$ cat src/rtl/dmem_arbiter.sv
// dmem_arbiter: two-port (core/debug) arbiter in front of a single-ported
// data memory. Grants are combinational in the request cycle. The memory
// command is registered one cycle later, and read data is routed back to
// the owning port two cycles after the grant.
module dmem_arbiter #(
    parameter int unsigned ADDR_W     = 9,
    parameter int unsigned DATA_W     = 32,
    parameter int unsigned MAX_CONSEC = 4
) (
    input  logic              i_clk,
    input  logic              i_rst_n,

    // Core port
    input  logic              i_c_req,
    input  logic              i_c_we,
    input  logic [ADDR_W-1:0] i_c_addr,
    input  logic [DATA_W-1:0] i_c_wdata,
    output logic              o_c_gnt,
    output logic              o_c_rvalid,
    output logic [DATA_W-1:0] o_c_rdata,

    // Debug port
    input  logic              i_d_req,
    input  logic              i_d_we,
    input  logic [ADDR_W-1:0] i_d_addr,
    input  logic [DATA_W-1:0] i_d_wdata,
    output logic              o_d_gnt,
    output logic              o_d_rvalid,
    output logic [DATA_W-1:0] o_d_rdata,

    // Memory port
    output logic              o_wr,
    output logic              o_rd,
    output logic [ADDR_W-1:0] o_addr,
    output logic [DATA_W-1:0] o_wr_data,
    input  logic [DATA_W-1:0] i_rd_data
);

    localparam int unsigned CNT_W = (MAX_CONSEC < 1) ? 1 : $clog2(MAX_CONSEC + 1);
    localparam logic [CNT_W-1:0] CNT_MAX = CNT_W'(MAX_CONSEC);

    // Owner of the command currently presented on the memory port
    typedef enum logic [1:0] {
        ST_IDLE = 2'd0,
        ST_CORE = 2'd1,
        ST_DBG  = 2'd2
    } state_t;

    state_t              r_state;
    state_t              w_state_nxt;

    logic [CNT_W-1:0]    r_consec;
    logic                w_consec_full;
    logic                w_sel_dbg;
    logic                w_c_gnt;
    logic                w_d_gnt;

    logic                r_wr;
    logic                r_rd;
    logic [ADDR_W-1:0]   r_addr;
    logic [DATA_W-1:0]   r_wr_data;
    logic                w_wr_nxt;
    logic                w_rd_nxt;
    logic [ADDR_W-1:0]   w_addr_nxt;
    logic [DATA_W-1:0]   w_wr_data_nxt;

    logic                r_c_rvalid;
    logic                r_d_rvalid;
    logic                w_c_rvalid_nxt;
    logic                w_d_rvalid_nxt;

    // Arbitration: core wins ties until it has starved debug for MAX_CONSEC grants
    always_comb begin
        w_consec_full = (r_consec == CNT_MAX);
        w_sel_dbg     = i_d_req & (~i_c_req | w_consec_full);
        w_d_gnt       = i_rst_n & w_sel_dbg;
        w_c_gnt       = i_rst_n & i_c_req & ~w_sel_dbg;
    end

    // Starvation counter: counts core wins while debug is waiting
    always_ff @(posedge i_clk or negedge i_rst_n) begin
        if (!i_rst_n) begin
            r_consec <= '0;
        end else if (!i_d_req || w_d_gnt) begin
            r_consec <= '0;
        end else if (w_c_gnt && !w_consec_full) begin
            r_consec <= r_consec + CNT_W'(1);
        end
    end

    // Owner FSM state register
    always_ff @(posedge i_clk or negedge i_rst_n) begin
        if (!i_rst_n) begin
            r_state <= ST_IDLE;
        end else begin
            r_state <= w_state_nxt;
        end
    end

    // Next owner, next memory command, and read-return routing from the current owner
    always_comb begin
        w_state_nxt    = ST_IDLE;
        w_wr_nxt       = 1'b0;
        w_rd_nxt       = 1'b0;
        w_addr_nxt     = r_addr;
        w_wr_data_nxt  = r_wr_data;
        w_c_rvalid_nxt = (r_state == ST_CORE) & r_rd;
        w_d_rvalid_nxt = (r_state == ST_DBG)  & r_rd;

        if (w_c_gnt) begin
            w_state_nxt   = ST_CORE;
            w_wr_nxt      = i_c_we;
            w_rd_nxt      = ~i_c_we;
            w_addr_nxt    = i_c_addr;
            w_wr_data_nxt = i_c_wdata;
        end else if (w_d_gnt) begin
            w_state_nxt   = ST_DBG;
            w_wr_nxt      = i_d_we;
            w_rd_nxt      = ~i_d_we;
            w_addr_nxt    = i_d_addr;
            w_wr_data_nxt = i_d_wdata;
        end
    end

    // Registered memory command; address and write data hold when idle
    always_ff @(posedge i_clk or negedge i_rst_n) begin
        if (!i_rst_n) begin
            r_wr      <= 1'b0;
            r_rd      <= 1'b0;
            r_addr    <= '0;
            r_wr_data <= '0;
        end else begin
            r_wr      <= w_wr_nxt;
            r_rd      <= w_rd_nxt;
            r_addr    <= w_addr_nxt;
            r_wr_data <= w_wr_data_nxt;
        end
    end

    // Second pipeline stage: read-valid per port, aligned with memory read data
    always_ff @(posedge i_clk or negedge i_rst_n) begin
        if (!i_rst_n) begin
            r_c_rvalid <= 1'b0;
            r_d_rvalid <= 1'b0;
        end else begin
            r_c_rvalid <= w_c_rvalid_nxt;
            r_d_rvalid <= w_d_rvalid_nxt;
        end
    end

    // Output drive; read data is steered to the owning port and zeroed otherwise
    always_comb begin
        o_c_gnt    = w_c_gnt;
        o_d_gnt    = w_d_gnt;
        o_wr       = r_wr;
        o_rd       = r_rd;
        o_addr     = r_addr;
        o_wr_data  = r_wr_data;
        o_c_rvalid = r_c_rvalid;
        o_d_rvalid = r_d_rvalid;
        o_c_rdata  = r_c_rvalid ? i_rd_data : '0;
        o_d_rdata  = r_d_rvalid ? i_rd_data : '0;
    end

endmodule

$ cat config.mk
export PLATFORM = sky130hd
export DESIGN_NAME = dmem_arbiter
export DESIGN_NICKNAME = d
export VERILOG_FILES = /design/src/rtl/dmem_arbiter.sv
export SDC_FILE = /design/constraint.sdc
export NUM_CORES = 1
export LEC_CHECK = 0
export BUFFER_PORTS_ARGS = -buffer_cell sky130_fd_sc_hd__buf_2
export CORE_ASPECT_RATIO = 0.8
export CORE_MARGIN = 2
export CORE_UTILIZATION = 36
export CTS_BUF_LIST = sky130_fd_sc_hd__clkbuf_16
export CTS_CLUSTER_SIZE = 20
export DETAILED_ROUTE_END_ITERATION = 8
export HOLD_SLACK_MARGIN = 0.15
export MAX_ROUTING_LAYER = met4
export PLACE_DENSITY_LB_ADDON = 0.12
export SLEW_MARGIN = 20
export SYNTH_ARGS = -nofsm -noshare
export SYNTH_HDL_FRONTEND = slang
export SYNTH_SLANG_ARGS = --single-unit
$ cat constraint.sdc
create_clock -name i_clk -period 1.6 [get_ports i_clk]
set_clock_uncertainty 0.2 [all_clocks]
set_input_delay 0.24 -clock i_clk [delete_from_list [all_inputs] [get_ports i_clk]]
set_output_delay 0.24 -clock i_clk [all_outputs]
set_load 0.01 [all_outputs]
==> impl_results.md <==
- Fin crit period: 1.810 ns
- Fmax: 0.5526 GHz
- Largest fanout on the critical path: 6
- Post-synth EDFFs: 0
- Synth top cells by count: and2_1 (65), dfrtp_1 (50), nor2_1 (43)
- Fin area: 0.006750 mm²
- Finished Core Util: 85.34%
- Fin. Hold Viols: 0
- GR Overflow Total: 0
- CTS tree: yes
- Most frequent cell after synthesis: and2_1
- Maxcap violations: 0
- Core Box Area: 0.007910 mm²
- Worst path cell trace: inv_2 -> ha_4 -> buf_4 -> nand3_4 -> buf_12 -> buf_16 -> a41oi_2 -> a21oi_1
- Die height: 84.66 µm
- Post-route ant nets: 0
- Pin count of the biggest net entering global routing: 41
- Critical Path Max Stage Delay: 0.41 ns
- Top post-synthesis cells by area: dfrtp_1 (43%), and2_1 (14%), a41oi_1 (12%)
- Critical Path RT: 1.57 ns
- H-tree levels: 2
- Vias in the first global route: 4374
- Crit Path Category: reg -> reg
- Cell variety after synth: 24
- Lkg Pwr: 0.003057 µW
- First-pass GRT wire length: 21840 µm
- Fillcell total: 391
- Flops & latches, synth: 50
- Failing checks: setup timing
- Async set-reset flop share out of synthesis: 100.0%
- Worst-path clk slew: 0.07 ns
- Final Worst Setup Slack: -0.2096 ns
- Layout cells sized above 1: 59.97%
- DRC viols: 0
- Pwr Density: 563.3 mW/mm²
- Crit path arrival time: 1.78 ns
- DIE AREA: 0.008874 mm²
- RSZ-0062 raised after global routing: yes
- Root Driver: clkbuf_16
- TritonRoute pass-1 iters: 4
- Most area-hungry cell type in the Yosys netlist: dfrtp_1
- DP Area: 0.004255 mm²
- Initial antenna violation count: 3
- Placement row count: 29
- Synth Area in Compound Gates: 28.80%
- Port bufs: 230
- Via density: 5.518
- Fraction of the mapped netlist area in simple logic gates: 21.79%
- Detailed-route via count: 4376
- Max-slew violations: 0
- Routed WL: 16100 µm
- IO Pins: 231
- Tightest Pin Transition: 0.6832 ns
- Rel. slew slack: 54.45%
- Final worst-path cycle share: 113.1%
- Mean Syn Cell Area: 8.462 µm²
- Post-Synth Adder-Cell Area: 0.8547%
- Clock latency on the worst-skew pair: 0.29 ns
- Routed wire length per instance: 20.30 µm
- Starting Density: 37.01%
- Status: finished, violations left
- Die width: 104.8 µm
- CTS Sinks: 50
- Synth warnings: 0
- Hold depth: 3
- HP Class: in -> reg
- CP Capture Type: register
- Final GP Congestion: 0.8146
- Maximum VDD drop: 0.0004713 V
- Dpl hpwl: 7680 µm
- Startpoint Class: register
- Num CTS Buffers: 5
- Setup-failing EPs final: 107
- XOR/XNOR Fraction of Synth Area: 0%
- FF-to-FF path depth: 8
- Overall routing resource usage: 31.94%
- Final #Nets: 803
- Cell Area, Synth: 0.002928 mm²
- Clk buf depth: 2
- Synth Flop Type: dfrtp_1
- DR iter-0 viols: 347
- Largest family of logic cells by synthesized area: compound AO/OA/AOI/OAI gates
- Mux contribution to synthesized area: 0%
- Area added between synthesis and finish: 130.6%
- Yosys top cell area share: 42.74%
- Syn nets: 468
- Slowest cell on crit path: dfrtp_1
- Post-synthesis sequential area ratio: 42.74%
- Cells after synthesis: 346
worst paths after layout:
kind                                          from                        end  slack [ns]
setup / recovery           r_consec[1]$_DFFE_PN0P_   o_wr_data[8]$_DFFE_PN0P_       -0.21
hold / removal                             i_rst_n    r_consec[2]$_DFFE_PN0P_        0.17
setup reg to reg           r_consec[1]$_DFFE_PN0P_   o_wr_data[8]$_DFFE_PN0P_       -0.21
hold reg to reg               r_state[1]$_DFF_PN0_       o_c_rvalid$_DFF_PN0_        0.22
max in group asynchronous                  i_rst_n  o_wr_data[24]$_DFFE_PN0P_        0.14
min in group asynchronous                  i_rst_n      o_addr[5]$_DFFE_PN0P_        0.31
worst max-delay path: cells and delay by family (launching register included):
kind / cells / cell delay, ns
simple gates: 1 / 0.12
buf+inv: 4 / 0.51
fa+ha+maj: 1 / 0.14
compound gates: 2 / 0.31
flops: 1 / 0.41
cells by family (layout without fill, tap and decap cells):
group | count (synthesis) | in the layout
flops | 50 | 50
fa+ha+maj | 2 | 2
simple gates | 120 | 120
other cells | 0 | 3
compound gates | 133 | 133
buf+inv | 41 | 377
state kept, by name (all words and copies together), names as in the netlist:
register    flops
o_wr            1
r_state         2
o_d_rvalid      1
o_c_rvalid      1
r_consec        3
o_wr_data      32
o_addr          9
o_rd            1
metal layers:
metal	up-vias	track usage, %	wire length (µm)
met5	-	-	0
met4	0	14.30	799
met3	67	5.978	1145
met2	273	54.49	7959
met1	2121	36.70	6192
li1	1915	-	-
cells in the final DEF, fill, tap and decap left out, types with 9 or more instances in the layout:
| cell type | n |
|---|---|
| buf_2 | 162 |
| dlygate4sd3_1 | 89 |
| buf_6 | 73 |
| and2_4 | 64 |
| dfrtp_1 | 48 |
| nor2_1 | 42 |
| a41oi_2 | 40 |
| o21ai_1 | 39 |
| a21oi_1 | 31 |
| buf_4 | 22 |
| a21oi_2 | 10 |
| clkbuf_16 | 9 |
metrics by stage:
step	instances	setup TNS, ns	worst slack (ns)	total power, µW	hold slack (ns)
after detailed placement	668	-3.206	-0.1052	2350	0.06717
after global placement	668	-1.024	-0.04310	2337	0.06229
after CTS	785	-11.91	-0.1931	3686	0.1738
after global routing	793	-17.25	-0.3152	3962	0.1931
final	793	-12.93	-0.2096	3802	0.1688
after floorplan	346	-0.4846	-0.01620	1897	-0.2556
power breakdown:
| part | total [µW] | switching, µW | internal [µW] |
|---|---|---|---|
| combinational | 1240 | 613 | 632 |
| clock | 1050 | 481 | 572 |
| sequential | 1500 | 91.4 | 1410 |
| total | 3800 | 1180 | 2620 |
final cells by class:
class,instances,area (µm²),share of cell area (%)
Antenna cell,3,7.507,0.1112
Clock buffer,5,125.1,1.854
Clock inverter,3,16.27,0.2410
Inverter,4,15.01,0.2224
Multi-Input combinational cell,255,2098,31.08
Sequential cell,50,1259,18.65
Tap cell,108,135.1,2.002
Timing Repair Buffer,365,3094,45.84
what timing repair did:
action | in CTS | in global routing
setup endpoints to repair | 111 | 139
gates cloned | 7 | 4
hold endpoints to repair | 96 | 0
pin swaps | 34 | 42
hold buffers | 91 | 0
gates resized for setup | 121 | 106
buffers inserted | 11 | 2
Note: power is estimated with default switching activity, not from simulation.
